**src/rtl/alu_stage_ctrl_pkg.sv**
```systemverilog
// Shared definitions for the multi-cycle execute control FSM and its decoder.
// Latency: none (types, constants and a pure function only).
// Backpressure: none.
package alu_stage_ctrl_pkg;

   // Phase register encoding; S_TRAP is only reachable when the trap feature is built.
   typedef enum logic [2:0] {
      S_IF   = 3'd0,
      S_DEC  = 3'd1,
      S_EXEC = 3'd2,
      S_MEM  = 3'd3,
      S_WB   = 3'd4,
      S_TRAP = 3'd5
   } state_t;

   // Instruction class, used by the FSM to pick the phase sequence.
   typedef enum logic [2:0] {
      IC_ALU   = 3'd0,
      IC_LOAD  = 3'd1,
      IC_STORE = 3'd2,
      IC_BEQ   = 3'd3,
      IC_BNE   = 3'd4,
      IC_JUMP  = 3'd5
   } iclass_t;

   // Opcodes (Instr[31:26]).
   localparam logic [5:0] OP_RTYPE = 6'b100000;
   localparam logic [5:0] OP_ADDI  = 6'b110000;
   localparam logic [5:0] OP_ANDI  = 6'b110010;
   localparam logic [5:0] OP_ORI   = 6'b110011;
   localparam logic [5:0] OP_LI    = 6'b111000;
   localparam logic [5:0] OP_LUI   = 6'b111001;
   localparam logic [5:0] OP_LW    = 6'b001111;
   localparam logic [5:0] OP_SW    = 6'b011111;
   localparam logic [5:0] OP_BEQ   = 6'b010000;
   localparam logic [5:0] OP_BNE   = 6'b010001;
   localparam logic [5:0] OP_B     = 6'b111111;

   // ALU function codes.
   localparam logic [3:0] ALU_ADD = 4'b0000;
   localparam logic [3:0] ALU_SUB = 4'b0001;
   localparam logic [3:0] ALU_AND = 4'b0010;
   localparam logic [3:0] ALU_OR  = 4'b0011;

   // Immediate extension modes.
   localparam logic [1:0] IMM_SIGN     = 2'b00;
   localparam logic [1:0] IMM_ZERO     = 2'b01;
   localparam logic [1:0] IMM_LUI      = 2'b10;
   localparam logic [1:0] IMM_SIGN_SL2 = 2'b11;

   // R-type func values the ALU actually implements.
   function automatic logic func_legal(input logic [3:0] f);
      case (f)
         4'b0000, 4'b0001, 4'b0010, 4'b0011, 4'b0100,
         4'b1000, 4'b1001, 4'b1010, 4'b1100, 4'b1101: return 1'b1;
         default:                                      return 1'b0;
      endcase
   endfunction

endpackage

```
**src/rtl/alu_stage_ctrl_decode.sv**
```systemverilog
// Combinational opcode/func decoder feeding the execute control FSM.
// Latency: 0 cycles (pure combinational).
// Backpressure: none; outputs follow the inputs.
// Ports: opcode/func in; alu_func, alu_bin_sel, imm_ext, iclass, legal out.
module alu_stage_ctrl_decode
   import alu_stage_ctrl_pkg::*;
#(
   parameter int ILLEGAL_FUNC_CHK = 1
) (
   input  logic [5:0] opcode,
   input  logic [3:0] func,
   output logic [3:0] alu_func,
   output logic       alu_bin_sel,
   output logic [1:0] imm_ext,
   output iclass_t    iclass,
   output logic       legal
);

   always_comb begin
      alu_func    = ALU_ADD;
      alu_bin_sel = 1'b0;
      imm_ext     = IMM_SIGN;
      iclass      = IC_ALU;
      legal       = 1'b1;
      case (opcode)
         OP_RTYPE: begin
            alu_func = func;
            if (ILLEGAL_FUNC_CHK != 0 && !func_legal(func)) legal = 1'b0;
         end
         OP_ADDI, OP_LI: alu_bin_sel = 1'b1;
         OP_LW: begin
            alu_bin_sel = 1'b1;
            iclass      = IC_LOAD;
         end
         OP_SW: begin
            alu_bin_sel = 1'b1;
            iclass      = IC_STORE;
         end
         OP_ANDI: begin
            alu_func    = ALU_AND;
            alu_bin_sel = 1'b1;
            imm_ext     = IMM_ZERO;
         end
         OP_ORI: begin
            alu_func    = ALU_OR;
            alu_bin_sel = 1'b1;
            imm_ext     = IMM_ZERO;
         end
         OP_LUI: begin
            alu_bin_sel = 1'b1;
            imm_ext     = IMM_LUI;
         end
         // Branch compare is rs - rd; the offset is pre-shifted for the PC adder.
         OP_BEQ: begin
            alu_func = ALU_SUB;
            imm_ext  = IMM_SIGN_SL2;
            iclass   = IC_BEQ;
         end
         OP_BNE: begin
            alu_func = ALU_SUB;
            imm_ext  = IMM_SIGN_SL2;
            iclass   = IC_BNE;
         end
         OP_B: begin
            imm_ext = IMM_SIGN_SL2;
            iclass  = IC_JUMP;
         end
         default: legal = 1'b0;
      endcase
   end

endmodule

```
**src/rtl/alu_stage_ctrl.sv**
```systemverilog
// Multi-cycle IF/DEC/EXEC/MEM/WB control FSM driving datapath selects and enables.
// Latency: ALU/imm 4, branch/jump 3, sw 4+waits, lw 5+waits cycles.
// Backpressure: MEM phase holds its strobe until Mem_ready=1.
// Ports: Clk, Reset_n, Instr, Zero, Mem_ready in; PC/IR/RF/ALU/Imm/Mem controls, Illegal_op out.
// Build option: ALU_STAGE_CTRL_TRAP_EN adds a TRAP state and a live Illegal_op flag.
module alu_stage_ctrl
   import alu_stage_ctrl_pkg::*;
#(
   parameter int ILLEGAL_FUNC_CHK = 1
) (
   input  logic        Clk,
   input  logic        Reset_n,
   input  logic [31:0] Instr,
   input  logic        Zero,
   input  logic        Mem_ready,
   output logic        PC_LdEn,
   output logic        PC_sel,
   output logic        IR_LdEn,
   output logic        RF_WrEn,
   output logic        RF_WrData_sel,
   output logic        RF_B_sel,
   output logic        ALU_Bin_sel,
   output logic [3:0]  ALU_func,
   output logic [1:0]  Imm_ext,
   output logic        Mem_RdEn,
   output logic        Mem_WrEn,
   output logic        Illegal_op
);

   state_t     state;
   logic [3:0] dec_alu_func;
   logic       dec_bin_sel;
   logic [1:0] dec_imm_ext;
   iclass_t    dec_iclass;
   logic       dec_legal;
   logic       is_load;
   logic       is_store;
   logic       uses_rd;

   // Register-field bits are consumed by the datapath, not here.
   logic unused_instr;
   assign unused_instr = ^Instr[25:4];

   alu_stage_ctrl_decode #(
      .ILLEGAL_FUNC_CHK (ILLEGAL_FUNC_CHK)
   ) u_decode (
      .opcode      (Instr[31:26]),
      .func        (Instr[3:0]),
      .alu_func    (dec_alu_func),
      .alu_bin_sel (dec_bin_sel),
      .imm_ext     (dec_imm_ext),
      .iclass      (dec_iclass),
      .legal       (dec_legal)
   );

   assign is_load  = (dec_iclass == IC_LOAD);
   assign is_store = (dec_iclass == IC_STORE);
   // Branches compare against rd, and stores write rd's value to memory.
   assign uses_rd  = (dec_iclass == IC_BEQ) || (dec_iclass == IC_BNE) || is_store;

   always_ff @(posedge Clk or negedge Reset_n) begin
      if (!Reset_n) begin
         state <= S_IF;
      end else begin
         case (state)
            S_IF:  state <= S_DEC;
            S_DEC: begin
               if (dec_legal) state <= S_EXEC;
`ifdef ALU_STAGE_CTRL_TRAP_EN
               else           state <= S_TRAP;
`else
               else           state <= S_IF;
`endif
            end
            S_EXEC: begin
               case (dec_iclass)
                  IC_LOAD, IC_STORE:         state <= S_MEM;
                  IC_BEQ, IC_BNE, IC_JUMP:   state <= S_IF;
                  default:                   state <= S_WB;
               endcase
            end
            S_MEM: begin
               if (Mem_ready) state <= is_load ? S_WB : S_IF;
            end
            S_WB:  state <= S_IF;
`ifdef ALU_STAGE_CTRL_TRAP_EN
            S_TRAP: state <= S_TRAP;
`endif
            default: state <= S_IF;
         endcase
      end
   end

   // Outputs are gated by Reset_n so every enable drops the instant reset asserts,
   // even though the state register itself already sits in S_IF.
   always_comb begin
      PC_LdEn       = 1'b0;
      PC_sel        = 1'b0;
      IR_LdEn       = 1'b0;
      RF_WrEn       = 1'b0;
      RF_WrData_sel = 1'b0;
      RF_B_sel      = 1'b0;
      ALU_Bin_sel   = 1'b0;
      ALU_func      = ALU_ADD;
      Imm_ext       = IMM_SIGN;
      Mem_RdEn      = 1'b0;
      Mem_WrEn      = 1'b0;
      if (Reset_n) begin
         case (state)
            S_IF: IR_LdEn = 1'b1;
            S_DEC: begin
               Imm_ext  = dec_imm_ext;
               RF_B_sel = uses_rd;
`ifndef ALU_STAGE_CTRL_TRAP_EN
               // Illegal instruction retires as a NOP: just step the PC.
               PC_LdEn  = !dec_legal;
`endif
            end
            S_EXEC: begin
               ALU_func    = dec_alu_func;
               ALU_Bin_sel = dec_bin_sel;
               Imm_ext     = dec_imm_ext;
               RF_B_sel    = uses_rd;
               case (dec_iclass)
                  IC_BEQ: begin
                     PC_LdEn = 1'b1;
                     PC_sel  = Zero;
                  end
                  IC_BNE: begin
                     PC_LdEn = 1'b1;
                     PC_sel  = !Zero;
                  end
                  IC_JUMP: begin
                     PC_LdEn = 1'b1;
                     PC_sel  = 1'b1;
                  end
                  default: ;
               endcase
            end
            S_MEM: begin
               // Keep the address computation stable across wait cycles.
               ALU_func    = dec_alu_func;
               ALU_Bin_sel = dec_bin_sel;
               Imm_ext     = dec_imm_ext;
               RF_B_sel    = is_store;
               Mem_RdEn    = is_load;
               Mem_WrEn    = is_store;
               PC_LdEn     = is_store && Mem_ready;
            end
            S_WB: begin
               RF_WrEn       = 1'b1;
               RF_WrData_sel = is_load;
               PC_LdEn       = 1'b1;
            end
            default: ;
         endcase
      end
   end

`ifdef ALU_STAGE_CTRL_TRAP_EN
   assign Illegal_op = Reset_n && (state == S_TRAP);
`else
   assign Illegal_op = 1'b0;
`endif

endmodule
```
**config.mk**
```make
export PLATFORM = sky130hd
export DESIGN_NAME = alu_stage_ctrl
export DESIGN_NICKNAME = d
export VERILOG_FILES = /design/src/rtl/alu_stage_ctrl_pkg.sv /design/src/rtl/alu_stage_ctrl_decode.sv /design/src/rtl/alu_stage_ctrl.sv
export SDC_FILE = /design/constraint.sdc
export NUM_CORES = 1
export LEC_CHECK = 0
export CORE_MARGIN = 2
export CORE_UTILIZATION = 29
export CTS_BUF_LIST = sky130_fd_sc_hd__clkbuf_8
export CTS_CLUSTER_DIAMETER = 120
export DETAILED_ROUTE_END_ITERATION = 7
export DONT_BUFFER_PORTS = 1
export GPL_TIMING_DRIVEN = 0
export PLACE_DENSITY_LB_ADDON = 0.3
export SLEW_MARGIN = 30
export SYNTH_ARGS = -nofsm -noshare
export SYNTH_HDL_FRONTEND = slang
export SYNTH_HIERARCHICAL = 1
export SYNTH_SLANG_ARGS = --single-unit
```
**constraint.sdc**
```tcl
create_clock -name Clk -period 5.1 [get_ports Clk]
set_input_delay 0.765 -clock Clk [delete_from_list [all_inputs] [get_ports Clk]]
set_output_delay 0.765 -clock Clk [all_outputs]
set_load 0.02 [all_outputs]
```
**Word-level counts from Yosys, hierarchy flattened**

Memory sizes are Yosys's and may differ from the RTL's.
Index checks and enable logic that the tools add are counted.
Widths: inputs -> output; s select.

- Equality and inequality tests: 21
- Mux-type cells: 36
- Reductions and logical operators: 16

Operator list:

| cell | count |
|---|---|
| $eq 6x6->1 const B | 7 |
| $mux 1 | 20 |
| $eq 6x5->1 const B | 3 |
| $pmux 4 s4 | 1 |
| $pmux 3 s5 | 1 |
| $eq 3x2->1 const B | 4 |
| $pmux 3 s4 | 1 |
| $reduce_or 10->1 | 1 |
| $reduce_or 2->1 | 5 |
| $eq 3x3->1 const B | 3 |
| $reduce_or 3->1 | 3 |
| $mux 4 | 2 |
| $reduce_or 7->1 | 1 |
| $eq 3x1->1 const B | 2 |
| $eq 6x4->1 const B | 1 |
| $mux 2 | 3 |
| $mux 3 | 2 |
| $pmux 2 s3 | 1 |
| $pmux 3 s2 | 1 |
| $pmux 1 s2 | 2 |
| $pmux 1 s4 | 1 |
| $logic_not 3->1 | 1 |
| $pmux 1 s3 | 1 |
| $logic_not 1->1 | 2 |
| other kinds (3) | 4 |

- Register bits: 3
- Bits in read-only memories: 16
- Bits of input ports: 36
- Logic and storage cells: 75
- Memories kept: 1

Memory list:

| memory | words | width | read ports | clocked after Yosys merged registers in | write ports | line | RTL |
|---|---|---|---|---|---|---|---|
| (no name shown) | 16 | 1 | 1 | 0 | 0 | alu_stage_ctrl_pkg.sv:53 | `case (f)` |

**Longest topological paths before layout**

Gate-level depths: netlist of the first run.

- Depth after elaboration: 7
- Depth in mapped cells: 8
- Mapped depth without buffers: 7

**Cells and area by module**

The synthesis of the first run kept the hierarchy.

By module, submodules not included:

| module | times used | cells an instance | area an instance (um^2) | sequential area each (um^2) |
|---|---|---|---|---|
| alu_stage_ctrl | 1 | 62 | 462.9 | 75.1 |
| alu_stage_ctrl_decode | 1 | 50 | 305.3 | 0.0 |

**Worst setup path after synthesis of the first run**

Ideal clock, no wire load.

- Path type: input -> output
- Start: in Instr[27]
- End: out PC_sel
- Arrival time: 2.680 ns
- Data required time: 4.335 ns
- Path slack: 1.655 ns
- Stages on the path: 5
- Path buffers: 0
- Cells stage by stage: or4_4 -> a21oi_1 -> and2b_1 -> a21boi_0 -> nor4b_1

- Cells in the longest elaborated chain, start to end: 6
- Elaborated cells between the ends (all ways): 12
- Those cells by class: eq/ne: 8; mux: 4

Ends and longest elaborated chain:

| element | line | RTL |
|---|---|---|
| start, declared | alu_stage_ctrl.sv:13 | `input logic [31:0] Instr,` |
| $eq 6x6->1, or another cell as far along | alu_stage_ctrl_decode.sv:25 | `case (opcode)` |
| $pmux 3 s5 * | alu_stage_ctrl_decode.sv:25 |  |
| via dec_iclass[1] | alu_stage_ctrl.sv:34 | `iclass_t dec_iclass;` |
| $eq 3x3->1 or $eq 3x2->1 (tied branches) | alu_stage_ctrl.sv:124 | `case (dec_iclass)` |
| $pmux 1 s3 * | alu_stage_ctrl.sv:124 |  |
| $mux 1 * | alu_stage_ctrl.sv:109 | `case (state)` |
| $mux 1 * | alu_stage_ctrl.sv:108 | `if (Reset_n) begin` |
| end, declared | alu_stage_ctrl.sv:17 | `output logic PC_sel,` |

The timed path passes the listed nets; every way through them passes the cells marked *.

**Worst setup path in the final report of the first run**

- Start: in Instr[26]
- End: out PC_LdEn

- Cells in the longest elaborated chain, start to end: 7
- Elaborated cells between the ends (all ways): 24
- Those cells by class: eq/ne: 15; mux: 5; reduce/logical: 4

Ends and longest elaborated chain:

| element | line | RTL |
|---|---|---|
| $eq 6x6->1, or another cell as far along | alu_stage_ctrl_decode.sv:25 |  |
| $pmux 3 s5 * | alu_stage_ctrl_decode.sv:25 |  |
| via dec_iclass[0] | alu_stage_ctrl.sv:34 |  |
| $eq 3x2->1 or $eq 3x3->1 (tied branches) | alu_stage_ctrl.sv:124 |  |
| $reduce_or 3->1 (no line) | n/a |  |
| $mux 1 | alu_stage_ctrl.sv:124 |  |
| $pmux 1 s4 * | alu_stage_ctrl.sv:109 |  |
| $mux 1 * | alu_stage_ctrl.sv:108 |  |
| end, declared | alu_stage_ctrl.sv:16 | `output logic PC_LdEn,` |

Marked as above.

==> results.txt, run 1 <==
The flow ran to the end, and the final reports show no timing, DRC or antenna violations. The total via count in the routed design is 802, and the clock period minus worst slack is 3550 ps. On the final layout, the worst hold slack is 247 ps. state holds more flip-flops than any other register. Setup repair after global routing left no endpoint under its margin. The number of buffer and inverter instances along the worst setup path was 1. For this run, the post-layout net count is 153.

For the peak clock frequency supported by timing, the log shows 282 MHz. TritonCTS built the clock tree. The starting utilization of the core area was 30.7%. The final weighted congestion in routability-driven placement was 0.813. STA classifies the critical path endpoint as an output pin. The class of the most critical hold timing path was in -> async. After technology mapping, the gate count stands at 112. The logs give 0 for the post-cts repair resize count and 0 for the global route total overflow. For the clock network latency to the later pin of the worst-skew pair, the log shows 210 ps. The total clock buffers created by CTS came out at 3. Main combinational cell family by area after synthesis: simple AND/OR/NAND/NOR gates. The register with the most flip-flops in the layout has 3 of them. The area fraction of the dominant cell type after synthesis is 9.77%.

The netlist area before placement was 768 um^2; the wire length of the first global-routing pass was 3470 um. The maximum ir drop on the vdd rail came out at 0.170 mV. Summing all multi-input logic gate instances after layout gives 614 um^2. The final instance area came out at 857 um^2.

The run gives 769 as the number of global-route vias before repair. Share of layout cells above drive strength 1: 12.1%. The synthesized netlist contains 43 unique library cells. The complex-gate fraction of the synthesized area was 21.8%; the post-route fraction of the period consumed by the critical path was 69.6%.

Of all nets on the critical path, the largest fanout is 10. The actual transition at the worst max-transition pin is 648 ps. The critical path class was in -> out. Detailed placement finished with a half-perimeter wire length of 1600 um. Sequential elements use 9.77% of the synthesized area. The overall power is 0.215 mW, and the number of antenna cells inserted is 0. The count of input and output buffers came out at 0. After synthesis, the share of flip-flops with an asynchronous set or reset is 100%. The synthesized netlist devotes 0% of its cell area to adder and majority cells.

The worst pin sits at a relative slew slack of 56.5%. After detailed routing, the number of remaining DRC violations is 0. The number of synthesized flops with an enable pin came out at 0. Including well taps, the total number of placed cells is 142. The static power due to leakage was 0.346 nW; the total power divided by cell area was 251 nW/um^2. The total setup buffers inserted after CTS is 0, and the synthesis warning total is 6. The startpoint identified for the worst register-to-register timing path is state[0]. The pin count of the biggest net entering global routing was 11. The area added between synthesis and finish was 11.6%; the area share of xor/xnor cells in the synthesized design was 3.42%.

Height of the chip: 55.5 um. Kind of cell adding the most delay to the critical path: compound AO/OA/AOI/OAI gates. After clock tree synthesis, the clock-pin slew on the worst setup and hold paths is 30 ps. The tools report the post-cts hold buffer count as 0. Excluding fillers, the count of instances in the completed layout stands at 146. Die footprint: 3080 um^2. The most frequently used flop master after synthesis is sky130_fd_sc_hd__dfrtp_1. Data on the critical path arrives at its endpoint at 2780 ps. The floorplan step defined a core boundary enclosing 2500 um^2.

The clock drives 3 sinks. The filler cells instantiated in the layout total 270. In the global route stage, overall resource usage came out at 13.7%. Pin placement for this block handled 52 I/O pins. The cell with the biggest individual delay on the critical path is sky130_fd_sc_hd__o22ai_1. In this run the deepest clock path goes through 2 buffers. The data required time at the worst endpoint was 4340 ps; the synthesized area divided by synthesized cell count was 6.86 um^2. Yosys attributes the largest share of cell area to sky130_fd_sc_hd__dfrtp_1 (9.8%), sky130_fd_sc_hd__and2_1 (8.1%), sky130_fd_sc_hd__nor2b_1 (6.5%), sky130_fd_sc_hd__nor4b_1 (4.6%), sky130_fd_sc_hd__nor2_1 (4.4%). From left edge to right edge, the die measures 55.5 um. The number of antenna violations at the first check in global routing was 0. Summing all flip-flop and latch instances after layout gives 75.1 um^2. The mean routed wirelength per cell works out to 14.0 um. Of all cell types, the one taking the most synthesized area is sky130_fd_sc_hd__dfrtp_1. The post-place instance area was 806 um^2; the portion of netlist area occupied by mux cells was 0%. Synthesis produced a netlist with a net count of 148.

The count of pins over their slew limit was 0; the remaining number of nets flagged by the antenna check after routing was 0. In the routed layout, each cell is associated on average with a via count of 5.49. Wires add up to 2040 um. Walking the worst path, the cells encountered are clkbuf_1 -> nand4_1 -> o22ai_1 -> nand3b_1 -> a211o_1 -> a31oi_1. The max-capacitance violation count was 0.

For the final count of hold timing violations, the log shows 0. Number of placement rows: 18. The synthesized-area fraction occupied by and/or/nand/nor cells works out to 53.4%. Clock skew on the completed layout was measured at 3.59 ps. The logs give 0 ps for the final sum of negative setup slack and 12 for the starting DRC count in detailed routing. For the depth of the CTS H-tree, the log shows 1.

For the total setup violations reported at the end of the flow, the log shows 0. The largest single stage delay on the critical path is 560 ps. The first detailed-routing pass ran for 4 iterations. The kind of launch point of the worst setup path was a primary input.

Tracing the worst setup path back leads to its startpoint at Instr[26]. In this run, synthesis produced a sequential element count of 3. The buffer cell driving the clock tree root is sky130_fd_sc_hd__clkbuf_8.

The largest registers in the layout are state: 3 flops.
-- kinds of logic after synthesis --
| group | after synthesis |
|---|---|
| DFF | 3 |
| and+or+nand+nor | 66 |
| AOI/OAI and AO/OA | 25 |
| buffers and inverters | 14 |
| xor gates and xnor gates | 3 |
| other | 1 |
-- synth_stat cells, drive strengths merged, types with 4 or more instances --
library cell and n:
and2 10, nor2 9, buf 8, nor2b 8, a21oi 5, nand2 5, nand2b 5, o21ai 5
and3 4, nand3 4, nor4b 4
-- cell type report --
cell class                      instances  share of cell area [%]
Inverter                                3                    1.31
Clock buffer                            3                    4.82
Multi-Input combinational cell         95                    71.7
Sequential cell                         3                    8.76
Buffer                                 11                    8.61
Tap cell                               30                    4.38
Clock inverter                          1                   0.438
-- final timing paths --
path	endpoint	slack, ps	cells past startpoint
min reg2reg	state[1]	570	2
max reg2reg	state[1]	3990	4
min	state[2]	250	0
max	PC_LdEn	1550	6
max in group asynchronous	state[1]	4780	0
min in group Clk	state[1]	570	2
-- metal layers --
metal / part of all wire [%] / routed length [um] / GRT usage [%]
met2: 47 / 969 / 23.0
met1: 43 / 882 / 16.6
met4: 1.6 / 32 / 4.18
met3: 7.7 / 157 / 4.22
met5: 0 / 0 / 0
-- metrics by stage --
step / setup WS (ps) / util, %
global placement: 1470 / 32.2
CTS: 1390 / 34.0
global route: 1360 / 34.3
floorplan: 1650 / -
detailed placement: 1420 / 32.2
finish: 1550 / 34.3
-- report_power, final --
group | switching, mW | total [mW] | internal, mW | leakage [nW]
Sequential | 0.00608 | 0.0368 | 0.0307 | 0.0392
Clock | 0.0144 | 0.0655 | 0.0511 | 0.0269
Combinational | 0.0671 | 0.112 | 0.0453 | 0.280
-- layout by cell type (no fill, tap or decap), types with 2 or more instances in the layout --
cell,instances
sky130_fd_sc_hd__inv_1,4
sky130_fd_sc_hd__nor2_1,9
sky130_fd_sc_hd__and3_1,4
sky130_fd_sc_hd__xor2_1,3
sky130_fd_sc_hd__a21oi_1,5
sky130_fd_sc_hd__o21ai_0,5
sky130_fd_sc_hd__nor4b_1,3
sky130_fd_sc_hd__nand2b_1,5
sky130_fd_sc_hd__nand3_1,4
sky130_fd_sc_hd__clkbuf_1,3
sky130_fd_sc_hd__nor2b_1,8
sky130_fd_sc_hd__dfrtp_1,3
sky130_fd_sc_hd__buf_2,2
sky130_fd_sc_hd__buf_6,3
sky130_fd_sc_hd__a31oi_1,2
sky130_fd_sc_hd__buf_4,2
sky130_fd_sc_hd__o22ai_1,2
sky130_fd_sc_hd__nor3b_1,2
sky130_fd_sc_hd__and2b_1,3
sky130_fd_sc_hd__nand3b_1,3
sky130_fd_sc_hd__nand2_1,5
sky130_fd_sc_hd__and2_1,10
sky130_fd_sc_hd__clkbuf_8,3
sky130_fd_sc_hd__nand4_1,2
(Power assumes the default switching activity.)
==> run 2, diff against run 1 <==
==> constraint.sdc (replaced) <==
create_clock -name Clk -period 3.2 [get_ports Clk]
set_input_delay 0.48 -clock Clk [delete_from_list [all_inputs] [get_ports Clk]]
set_output_delay 0.48 -clock Clk [all_outputs]
set_load 0.02 [all_outputs]
==> run 2 against run 1 <==
Against the previous run:
- die area is the same
- via count increased by 0.12%
- non-clock buffer count increased by 1
- clock power grew 59%
- worst setup slack got worse by 1300 ps
==> results.txt, run 2 (synthesized netlist as in run 1, its figures left out) <==
The flow ran to the end, and the final reports show no timing, DRC or antenna violations. Routed signal wires occupy layers up through met4. The number of antenna violations at the first check in global routing was 0. In this run the horizontal extent of the chip is 55.5 um. After detailed routing, the average wire length per cell comes to 14.0 um.

For this run, the total global-route usage over all layers was measured as 13.9%. The count of nets left with antenna violations once routing finished came out at 0. Number of cells after detailed placement: 142. The source of the worst register-to-register timing path was state[0]. The tools report the number of clock sinks as 3. The total of fill cells in the finished design is 269, and the clock period minus worst slack is 2980 ps. For the final sum of negative setup slack, the log shows 0 ps.

End point of the critical path: PC_LdEn. The longest clock path from root to sink contains 2 buffers. The tools report the number of non-filler instances in the completed layout as 147. The core region is 2500 um^2.

In this run the worst path has a maximum fanout of 10. Counting flops per register, the top entry is state. The most common cell after layout, fill and taps aside was sky130_fd_sc_hd__and2_1. For the data required time at the worst endpoint, the log shows 2720 ps.

The tools report the static power due to leakage as 0.350 nW. The wire length on met3 came out at 158 um. 0 antenna diodes ended up in the layout. In this run the tightest slew margin relative to its limit is 56.5%.

The register with the most flip-flops in the layout has 3 of them. Static timing analysis puts the maximum clock frequency at 336 MHz. The actual transition at the worst max-transition pin is 648 ps. Cells with a size suffix above 1 make up 12.0% of the layout. From synthesis to final layout, the design area changed by 12.9%. The average vias per placed instance works out to 5.46.

For this run, the post-layout net count is 154. Height of the chip: 55.5 um. The max-capacitance violation count came out at 0. The final count of hold timing violations was 0. Setup violations remaining at the end of the flow were counted as 0. Summing all non-filler instances in the final layout gives an area of 867 um^2.

The tools report the number of top-level pins as 52. In the final layout, the multi-input gates occupy 614 um^2. The worst-case hold slack was 524 ps. For this run, design rule violations remaining after detail routing come to 0. The run gives 806 um^2 as the post-place instance area. The run gives 0 as the global route total overflow.

For the maximum ir drop on the vdd rail, the log shows 0.271 mV. The endpoint of the worst register-to-register path was state[1]. The number of placement rows came out at 18.

The later pin in the worst-skew pair is clocked with a latency of 210 ps. The final route contains 803 vias. Setup repair after global routing left no endpoint under its margin.

The half-perimeter wire length of the detailed placement result was 1600 um; the total clock buffers created by CTS was 3. For the count of pins over their slew limit, the log shows 0. The data arrival time of the critical path was 2500 ps. The category of the worst setup path capture point was an output pin.

TritonCTS built the clock tree. Input and output buffers added on the ports amount to 0. For the number of global-route vias before repair, the log shows 774. The buffer cell driving the clock tree root was sky130_fd_sc_hd__clkbuf_8. In the final layout, flip-flops and latches occupy 75.1 um^2. Summed over all layers, the routed wires come to 2060 um.

The run gives 961 um as the met2 layer wire length in the routed design. Leaving out fill and tap cells, the most frequent cells in the layout are sky130_fd_sc_hd__and2_1 (10), sky130_fd_sc_hd__nor2_1 (9), sky130_fd_sc_hd__nor2b_1 (8). The first global-routing pass estimated 3510 um of wire.

For the final database, setup skew stands at 3.58 ps. Post-CTS timing repair inserted 0 buffers for setup. The logs give 2090 ps for the register-to-register setup slack and 0.813 for the final weighted congestion in routability-driven placement. The total power divided by cell area works out to 396 nW/um^2. The class of the most critical hold timing path was in -> async.

For the iteration count of the initial detailed-routing pass, the log shows 4. Entering global routing, the biggest net connects 11 pins. The worst setup path is launched from a primary input. Routed length on met1: 908 um. Timing startpoint of the critical path: Instr[26]. Measured on the finished design, the core utilization comes to 34.7%. The first routing iteration left 20 violations. The clock transition at the register clock pins on the worst setup and hold paths after CTS was 30 ps. The largest registers in the layout are state: 3 flops.

Of the available clock period, the critical path in the final layout requires 93.1%. Number of cells traversed by the worst register-to-register path: 4. The tools report the die footprint as 3080 um^2.

For the depth of the CTS H-tree, the log shows 1. For this configuration, the core starts out at a cell density of 30.7%. By startpoint and endpoint, the worst setup path is classified as in -> out.
==> run 2: changes by cell type in the layout (fill, tap and decap cells not counted), sizes merged <==
cell,before,now
dlygate4sd3,0,1
==> run 2: worst max-delay path, cell delays in order <==
cell	delay [ps]
sky130_fd_sc_hd__clkbuf_1	300
sky130_fd_sc_hd__nand4_1	230
sky130_fd_sc_hd__o22ai_1	560
sky130_fd_sc_hd__nand3b_1	150
sky130_fd_sc_hd__a211o_1	330
sky130_fd_sc_hd__a31oi_1	450
==> run 2: final cells by class <==
class / count / share of cell area, %
plain buffers: 11 / 8.51
well taps: 30 / 4.33
clock inverters: 1 / 0.433
inverters: 3 / 1.30
multi-input cells: 95 / 70.9
repair buffers: 1 / 1.15
clock buffers: 3 / 4.76
flip-flops and latches: 3 / 8.66
==> run 2: where the power goes <==
| group | internal, mW | switching [mW] | total, mW | leakage, nW |
|---|---|---|---|---|
| logic | 0.0731 | 0.107 | 0.181 | 0.284 |
| registers | 0.0489 | 0.00969 | 0.0586 | 0.0392 |
| clock network | 0.0814 | 0.0229 | 0.104 | 0.0269 |
| total | 0.203 | 0.140 | 0.344 | 0.350 |
==> run 2: worst min path at each step <==
stage / slack (ps) / startpoint / end
floorplan: 180 / Reset_n / state[0]
global placement: 180 / Reset_n / state[2]
detailed placement: 180 / Reset_n / state[2]
CTS: 520 / Reset_n / state[2]
global route: 550 / Reset_n / state[2]
finish: 520 / Reset_n / state[2]
==> run 2: metal layers <==
layer  track usage [%]  vias to the layer above
met2              23.0                       30
met3              4.22                        4
li1                  -                      412
met1              17.3                      357
met4              4.18                        0
met5                 0                        -
==> run 2: metrics by stage <==
step / power, mW / worst slack (ps)
3_3_place_gp: 0.233 / 143
2_1_floorplan: 0.205 / 325
4_1_cts: 0.349 / 64.0
3_5_place_dp: 0.239 / 88.9
6_report: 0.344 / 221
5_1_grt: 0.377 / 28.1
==> run 2: repair_timing <==
item                      in CTS  in global routing
hold endpoints to repair       3                  0
resized for setup              0                  0
hold buffers                   1                  0
